File: config.mk
export PLATFORM = sky130hd
export DESIGN_NAME = vga_timing_gen_flat
export DESIGN_NICKNAME = d
export VERILOG_FILES = /design/src/rtl/vga_timing_gen_pkg.sv /design/src/rtl/vga_timing_gen_if.sv /design/src/rtl/vga_pix_tick.sv /design/src/rtl/vga_timing_gen.sv /design/src/flat_wrapper.sv
export SDC_FILE = /design/constraint.sdc
export NUM_CORES = 1
export LEC_CHECK = 0
export CAP_MARGIN = 30
export CORE_MARGIN = 4
export CORE_UTILIZATION = 49
export CTS_CLUSTER_SIZE = 28
export DETAILED_ROUTE_END_ITERATION = 10
export PLACE_DENSITY = 0.78
export SETUP_SLACK_MARGIN = 0.05
export SLEW_MARGIN = 30
export SYNTH_ARGS = -nofsm -noshare
export SYNTH_HDL_FRONTEND = slang
export SYNTH_SLANG_ARGS = --single-unit
File: constraint.sdc
create_clock -name clk -period 3 [get_ports clk]
set_clock_uncertainty 0.1 [all_clocks]
set_input_delay 0.9 -clock clk [delete_from_list [all_inputs] [get_ports clk]]
set_output_delay 0.9 -clock clk [all_outputs]
set_load 0.1 [all_outputs]
File: src/rtl/vga_timing_gen_pkg.sv
// Shared VGA 640x480 timing constants and decode helpers (package vga_timing_pkg).
// Also imported by the sprite controllers.
package vga_timing_pkg;

    typedef logic [9:0] cnt_t;

    localparam int unsigned CLK_DIV_DEF = 4;
    localparam int unsigned H_TOTAL_DEF = 800;
    localparam int unsigned V_TOTAL_DEF = 525;

    localparam cnt_t H_VIS_START = 10'd144;
    localparam cnt_t H_VIS_END   = 10'd783;
    localparam cnt_t V_VIS_START = 10'd35;
    localparam cnt_t V_VIS_END   = 10'd514;
    localparam cnt_t H_SYNC_W    = 10'd96;
    localparam cnt_t V_SYNC_W    = 10'd2;

    function automatic logic in_visible(input cnt_t h, input cnt_t v);
        return (h >= H_VIS_START) && (h <= H_VIS_END) &&
               (v >= V_VIS_START) && (v <= V_VIS_END);
    endfunction

    // Sync outputs are active-low: 0 while inside the sync pulse.
    function automatic logic h_sync_n(input cnt_t h);
        return h >= H_SYNC_W;
    endfunction

    function automatic logic v_sync_n(input cnt_t v);
        return v >= V_SYNC_W;
    endfunction

endpackage

File: src/rtl/vga_timing_gen_if.sv
// Timing bundle from the VGA timing generator to its consumers.
interface vga_timing_gen_if;
    import vga_timing_pkg::*;

    cnt_t        hCount;
    cnt_t        vCount;
    logic        bright;
    logic        hSync;
    logic        vSync;
    logic        pix_tick;
    logic        frame_start;
    logic [15:0] frame_cnt;

    modport master (
        output hCount, vCount, bright, hSync, vSync, pix_tick, frame_start, frame_cnt
    );

    modport slave (
        input hCount, vCount, bright, hSync, vSync, pix_tick, frame_start, frame_cnt
    );

endinterface

File: src/rtl/vga_pix_tick.sv
// Pixel-rate divider: counts 0..CLK_DIV-1 and flags the last count as pix_tick.
module vga_pix_tick #(
    parameter int unsigned CLK_DIV = 4
) (
    input  logic clk,
    input  logic rst,
    output logic pix_tick_o
);

    localparam int unsigned DIV_W = (CLK_DIV > 1) ? $clog2(CLK_DIV) : 1;
    localparam logic [DIV_W-1:0] DIV_LAST = DIV_W'(CLK_DIV - 1);

    logic [DIV_W-1:0] div_q, div_d;

    always_comb begin
        div_d = (div_q == DIV_LAST) ? '0 : div_q + 1'b1;
    end

    always_ff @(posedge clk) begin
        if (!rst) begin
            div_q <= '0;
        end else begin
            div_q <= div_d;
        end
    end

    // Gated by rst so CLK_DIV=1 (divider pinned at its last value) stays quiet in reset.
    assign pix_tick_o = rst & (div_q == DIV_LAST);

endmodule

File: src/rtl/vga_timing_gen.sv
// VGA timing generator: pixel/line counters with registered bright/sync/frame_start.
// Optional completed-frame counter enabled by macro VGA_FRAME_CNT_EN.
module vga_timing_gen
    import vga_timing_pkg::*;
#(
    parameter int unsigned CLK_DIV = CLK_DIV_DEF,
    parameter int unsigned H_TOTAL = H_TOTAL_DEF,
    parameter int unsigned V_TOTAL = V_TOTAL_DEF
) (
    input  logic              clk,
    input  logic              rst,
    vga_timing_gen_if.master  vga_o
);

    localparam cnt_t H_LAST = cnt_t'(H_TOTAL - 1);
    localparam cnt_t V_LAST = cnt_t'(V_TOTAL - 1);

    logic tick;
    cnt_t h_q, h_d;
    cnt_t v_q, v_d;
    logic bright_q, bright_d;
    logic hsync_q, hsync_d;
    logic vsync_q, vsync_d;
    logic fs_q, fs_d;

    vga_pix_tick #(
        .CLK_DIV(CLK_DIV)
    ) u_pix_tick (
        .clk        (clk),
        .rst        (rst),
        .pix_tick_o (tick)
    );

    // Decode from the next-state counts so bright/syncs land in the same clk as the counts.
    always_comb begin
        h_d  = h_q;
        v_d  = v_q;
        fs_d = 1'b0;
        if (tick) begin
            if (h_q == H_LAST) begin
                h_d = '0;
                if (v_q == V_LAST) begin
                    v_d  = '0;
                    fs_d = 1'b1;
                end else begin
                    v_d = v_q + 1'b1;
                end
            end else begin
                h_d = h_q + 1'b1;
            end
        end
        bright_d = in_visible(h_d, v_d);
        hsync_d  = h_sync_n(h_d);
        vsync_d  = v_sync_n(v_d);
    end

    always_ff @(posedge clk) begin
        if (!rst) begin
            h_q      <= '0;
            v_q      <= '0;
            bright_q <= 1'b0;
            hsync_q  <= 1'b0;
            vsync_q  <= 1'b0;
            fs_q     <= 1'b0;
        end else begin
            h_q      <= h_d;
            v_q      <= v_d;
            bright_q <= bright_d;
            hsync_q  <= hsync_d;
            vsync_q  <= vsync_d;
            fs_q     <= fs_d;
        end
    end

`ifdef VGA_FRAME_CNT_EN
    logic [15:0] fcnt_q, fcnt_d;

    always_comb begin
        fcnt_d = fs_d ? fcnt_q + 16'd1 : fcnt_q;
    end

    always_ff @(posedge clk) begin
        if (!rst) begin
            fcnt_q <= '0;
        end else begin
            fcnt_q <= fcnt_d;
        end
    end

    assign vga_o.frame_cnt = fcnt_q;
`else
    assign vga_o.frame_cnt = '0;
`endif

    assign vga_o.hCount      = h_q;
    assign vga_o.vCount      = v_q;
    assign vga_o.bright      = bright_q;
    assign vga_o.hSync       = hsync_q;
    assign vga_o.vSync       = vsync_q;
    assign vga_o.pix_tick    = tick;
    assign vga_o.frame_start = fs_q;

endmodule

File: src/flat_wrapper.sv
// flat-port wrapper written by rule: the top's interface ports become plain ports
module vga_timing_gen_flat import vga_timing_pkg::*;
#(
    parameter int unsigned CLK_DIV = CLK_DIV_DEF,
    parameter int unsigned H_TOTAL = H_TOTAL_DEF,
    parameter int unsigned V_TOTAL = V_TOTAL_DEF
)
  (clk, rst, vga_o_hCount, vga_o_vCount, vga_o_bright, vga_o_hSync, vga_o_vSync, vga_o_pix_tick, vga_o_frame_start, vga_o_frame_cnt);
  vga_timing_gen_if vga_o_i ();
  input  logic clk;
  input  logic rst;
  output wire logic [$bits(vga_o_i.hCount)-1:0] vga_o_hCount;
  output wire logic [$bits(vga_o_i.vCount)-1:0] vga_o_vCount;
  output wire logic [$bits(vga_o_i.bright)-1:0] vga_o_bright;
  output wire logic [$bits(vga_o_i.hSync)-1:0] vga_o_hSync;
  output wire logic [$bits(vga_o_i.vSync)-1:0] vga_o_vSync;
  output wire logic [$bits(vga_o_i.pix_tick)-1:0] vga_o_pix_tick;
  output wire logic [$bits(vga_o_i.frame_start)-1:0] vga_o_frame_start;
  output wire logic [$bits(vga_o_i.frame_cnt)-1:0] vga_o_frame_cnt;
  assign vga_o_hCount = vga_o_i.hCount;
  assign vga_o_vCount = vga_o_i.vCount;
  assign vga_o_bright = vga_o_i.bright;
  assign vga_o_hSync = vga_o_i.hSync;
  assign vga_o_vSync = vga_o_i.vSync;
  assign vga_o_pix_tick = vga_o_i.pix_tick;
  assign vga_o_frame_start = vga_o_i.frame_start;
  assign vga_o_frame_cnt = vga_o_i.frame_cnt;
  vga_timing_gen #(.CLK_DIV(CLK_DIV), .H_TOTAL(H_TOTAL), .V_TOTAL(V_TOTAL)) u_core (.clk(clk), .rst(rst), .vga_o(vga_o_i));
endmodule
==> flow_summary.yaml <==
yosys:
  synth-warning-count: 0
  sequential_fraction_of_the_synthesis_area_pct: 30.7
  synth-edff-count: 0
  post_synth.cell_area_avg_sq_um: 7.95
  synth_top_area_share_pct: 30.7
  mappedNetlistArea_sq_um: 1690
  yosys_register_bits: 26
  synth_area_leader_cell: "sky130_fd_sc_hd__dfxtp_1"
  yosys_most_used_dff: "sky130_fd_sc_hd__dfxtp_1"
  post_synthesis_cell_count: 213
  synth_async_sr_flop_share_pct: 0
  yosysUniqueCellTypes: 49
  ys_top_cells_by_area: "sky130_fd_sc_hd__dfxtp_1, sky130_fd_sc_hd__buf_4, sky130_fd_sc_hd__a21oi_1, sky130_fd_sc_hd__nor2_1, sky130_fd_sc_hd__nand2_1"
setup_path:
  crit_required_ns: 3.13
  criticalPathCategory: "in2reg"
  worst-path-buf-inv: 2
  kind_of_cell_adding_the_most_delay_to_the_critical_path: "compound AO/OA/AOI/OAI gates"
  worst_reg_to_reg_setup_slack_ns: 0.34
  crit_arrival_ns: 2.83
  critPathMaxFanout: 4
  slowest_delay_ns: 0.56
  timing.critical_path.from_type: "input pin"
  critical_path.cell_chain: "dlymetal6s2s_1 -> nand3_2 -> or4_4 -> buf_4 -> o21ai_0 -> o22ai_2 -> a21oi_2 -> nand3_1 -> a2111oi_2"
  kind_of_end_point_of_the_critical_path: "flop"
  critPathSlowestCell: "sky130_fd_sc_hd__or4_4"
cells_and_area:
  instances_no_fill: 290
  area.growth.synth_to_final_pct: 17.7
  drive_above_1_share_pct: 27.9
  num_antenna_cells: 0
  postLayoutCellArea_sq_um: 1990
  num-nets-final: 251
  layout.core_utilization_pct: 59.8
  fillers: 311
floorplanning:
  num_rows: 21
  die_area_sq_um: 4460
  floorplan.initialDensity_pct: 50.8
  core_area_sq_um: 3340
  die_h_um: 66.8
  chipWidth_um: 66.8
  pin_count: 43
power_and_ir_drop:
  static-leakage-power_nw: 0.833
  cellPowerDensity_nw_per_um2: 334
  ir_worst_vdd_mv: 0.177
timing:
  max_freq_mhz: 370
  timing.max_slew.rel_slack_pct: 56.9
  hold_viol: 0
  timing.final.crit_share_pct: 90.0
  post-route-min-period_ns: 2.70
  finalWorstSetupSlack_ns: 0.299
  finalSetupTns_ns: 0
  rsz0062_at_grt: "false"
  worst_slew_pin_slew_ns: 0.646
  report.final.slew_viol_count: 0
  finalSetupViolations: 0
routing:
  via_count: 1545
  drc_violation_count_after_routing: 0
  drt-wirelength-per-cell_um: 12.6
  number_of_nets_still_failing_antenna_checks_after_routing: 0
  drt-vias-per-instance: 5.33
  routed_wirelength_um: 3660
  drt_first_pass_iters: 4
  drt_iter0_markers: 61
clock_tree:
  htree_levels: 1
  tritoncts_clock_tree: "built"
  clock-sinks: 26
  cts_inserted_buffers: 3
  cts_buffer_depth: 2
  cts.hold.buffers_added: 0
  ctsRootBufferMaster: "sky130_fd_sc_hd__clkbuf_4"
  clock_latency_at_the_later_pin_of_the_worst_skew_pair_ns: 0.32
  cts.reportedPaths.clkPinSlew_ns: 0.14
global_routing:
  initial_antenna_violation_count: 0
  grt_pass1_wl_um: 5890
  grt_pass1_vias: 1289
  grt_max_degree: 22
  grt_remaining_overflow: 0
  globalRouteTotalUtil_pct: 17.0
place:
  io_buffer_count: 26
  hpwl_dp_um: 2720
  dp.cells: 285
  place.gp.congestion: 0.917
  place_ws_ns: -0.339
  post_dp_cell_area_sq_um: 1940
min_path:
  hold_path.class: "reg2reg"
flow_run:
  drv_cap: 0
outcome:
  status: "completed"
==> worst paths after layout <==
kind	start	endpoint	cells after the start
min reg2reg	u_core.u_pix_tick.div_q[0]	u_core.u_pix_tick.div_q[0]	1
min	u_core.u_pix_tick.div_q[0]	u_core.u_pix_tick.div_q[0]	1
max reg2reg	u_core.vga_o.hCount[0]	u_core.vga_o.bright	9
max	rst	u_core.vga_o.bright	9
==> cells in the final DEF (no fill, tap or decap), types with 2 or more instances in the layout <==
cell	instances
sky130_fd_sc_hd__dfxtp_2	7
sky130_fd_sc_hd__o21a_1	2
sky130_fd_sc_hd__buf_4	37
sky130_fd_sc_hd__nand4_1	7
sky130_fd_sc_hd__nor3b_1	3
sky130_fd_sc_hd__xor2_1	6
sky130_fd_sc_hd__o22ai_2	2
sky130_fd_sc_hd__and4_1	2
sky130_fd_sc_hd__nand3_1	8
sky130_fd_sc_hd__nor2_1	21
sky130_fd_sc_hd__inv_1	6
sky130_fd_sc_hd__o21ai_0	8
sky130_fd_sc_hd__nor3_1	8
sky130_fd_sc_hd__or4_1	2
sky130_fd_sc_hd__nand3b_1	2
sky130_fd_sc_hd__a21oi_1	17
sky130_fd_sc_hd__and4_2	2
sky130_fd_sc_hd__a211oi_1	2
sky130_fd_sc_hd__nand2_1	18
sky130_fd_sc_hd__ha_1	4
sky130_fd_sc_hd__xnor2_1	2
sky130_fd_sc_hd__a31oi_1	4
sky130_fd_sc_hd__conb_1	16
sky130_fd_sc_hd__dfxtp_1	17
sky130_fd_sc_hd__clkbuf_4	3
sky130_fd_sc_hd__and2_2	3
sky130_fd_sc_hd__dfxtp_4	2
sky130_fd_sc_hd__and3_1	7
==> synth_stat cells (2+ instances only) <==
cell                       number
sky130_fd_sc_hd__dfxtp_1       26
sky130_fd_sc_hd__nor2_1        21
sky130_fd_sc_hd__a21oi_1       18
sky130_fd_sc_hd__nand2_1       18
sky130_fd_sc_hd__buf_4         17
sky130_fd_sc_hd__nand3_1        8
sky130_fd_sc_hd__nor3_1         8
sky130_fd_sc_hd__o21ai_0        8
sky130_fd_sc_hd__and3_1         7
sky130_fd_sc_hd__clkbuf_1       7
sky130_fd_sc_hd__nand4_1        7
sky130_fd_sc_hd__inv_1          6
sky130_fd_sc_hd__xor2_1         6
sky130_fd_sc_hd__a31oi_1        4
sky130_fd_sc_hd__and2_2         4
sky130_fd_sc_hd__ha_1           4
sky130_fd_sc_hd__nor3b_1        3
sky130_fd_sc_hd__o22ai_1        3
sky130_fd_sc_hd__a211oi_1       2
sky130_fd_sc_hd__and4_1         2
sky130_fd_sc_hd__and4_2         2
sky130_fd_sc_hd__nand3b_1       2
sky130_fd_sc_hd__o21a_1         2
sky130_fd_sc_hd__or4_1          2
sky130_fd_sc_hd__xnor2_1        2
==> metal layers <==
layer	up-vias	share of wire (%)	GRT usage, %
met5	-	0	0
met4	0	0.66	3.81
met3	4	5.6	3.71
met2	41	48	27.6
met1	707	46	22.9
li1	793	-	-
==> registers in the layout (all words and copies together) (netlist names) <==
signal,cells
u_core.vga_o.hCount,10
u_core.vga_o.bright,1
u_core.vga_o.frame_start,1
u_core.vga_o.hSync,1
u_core.vga_o.vCount,10
u_core.u_pix_tick.div_q,2
u_core.vga_o.vSync,1
==> worst reg2reg max path: stages (launching register included) <==
cell,delay (ns)
sky130_fd_sc_hd__dfxtp_4,0.39
sky130_fd_sc_hd__ha_1,0.20
sky130_fd_sc_hd__nand3_1,0.19
sky130_fd_sc_hd__or4_4,0.56
sky130_fd_sc_hd__buf_4,0.17
sky130_fd_sc_hd__o21ai_0,0.23
sky130_fd_sc_hd__o22ai_2,0.15
sky130_fd_sc_hd__a21oi_2,0.16
sky130_fd_sc_hd__nand3_1,0.11
sky130_fd_sc_hd__a2111oi_2,0.29
==> per-stage QoR <==
stage	hold WS (ns)	power (mW)
3_3_place_gp	0.318	0.523
2_1_floorplan	0.304	0.518
3_5_place_dp	0.323	0.523
6_report	0.336	0.667
4_1_cts	0.343	0.676
5_1_grt	0.356	0.697
==> logic make-up after synthesis <==
group,synth area share [%]
flops,30.7
simple gates,33.5
other cells,0.221
xor+xnor,4.14
buf+inv,12.2
fa+ha+maj,2.95
compound gates,16.2
==> final cells by class <==
type                            instances  area, sq um  area share, %
Multi-Input combinational cell        169         1040           52.2
Sequential cell                        26          537           26.9
Timing Repair Buffer                   39          310           15.6
Tap cell                               46         57.6           2.89
Clock buffer                            4         26.3           1.32
Inverter                                6         22.5           1.13
==> power by group <==
| group | internal, mW | switching, mW | total [mW] |
|---|---|---|---|
| logic | 0.0226 | 0.137 | 0.160 |
| registers | 0.351 | 0.00473 | 0.356 |
| clock network | 0.0521 | 0.0993 | 0.151 |
==> repair_timing <==
item | CTS | global route
hold endpoints to repair | 0 | 0
setup buffers | 0 | 1
endpoints found under the setup margin | 2 | 2
resized for setup | 1 | 4
pin swaps | 1 | 2
No activity file was read; power rests on OpenSTA's default activity.
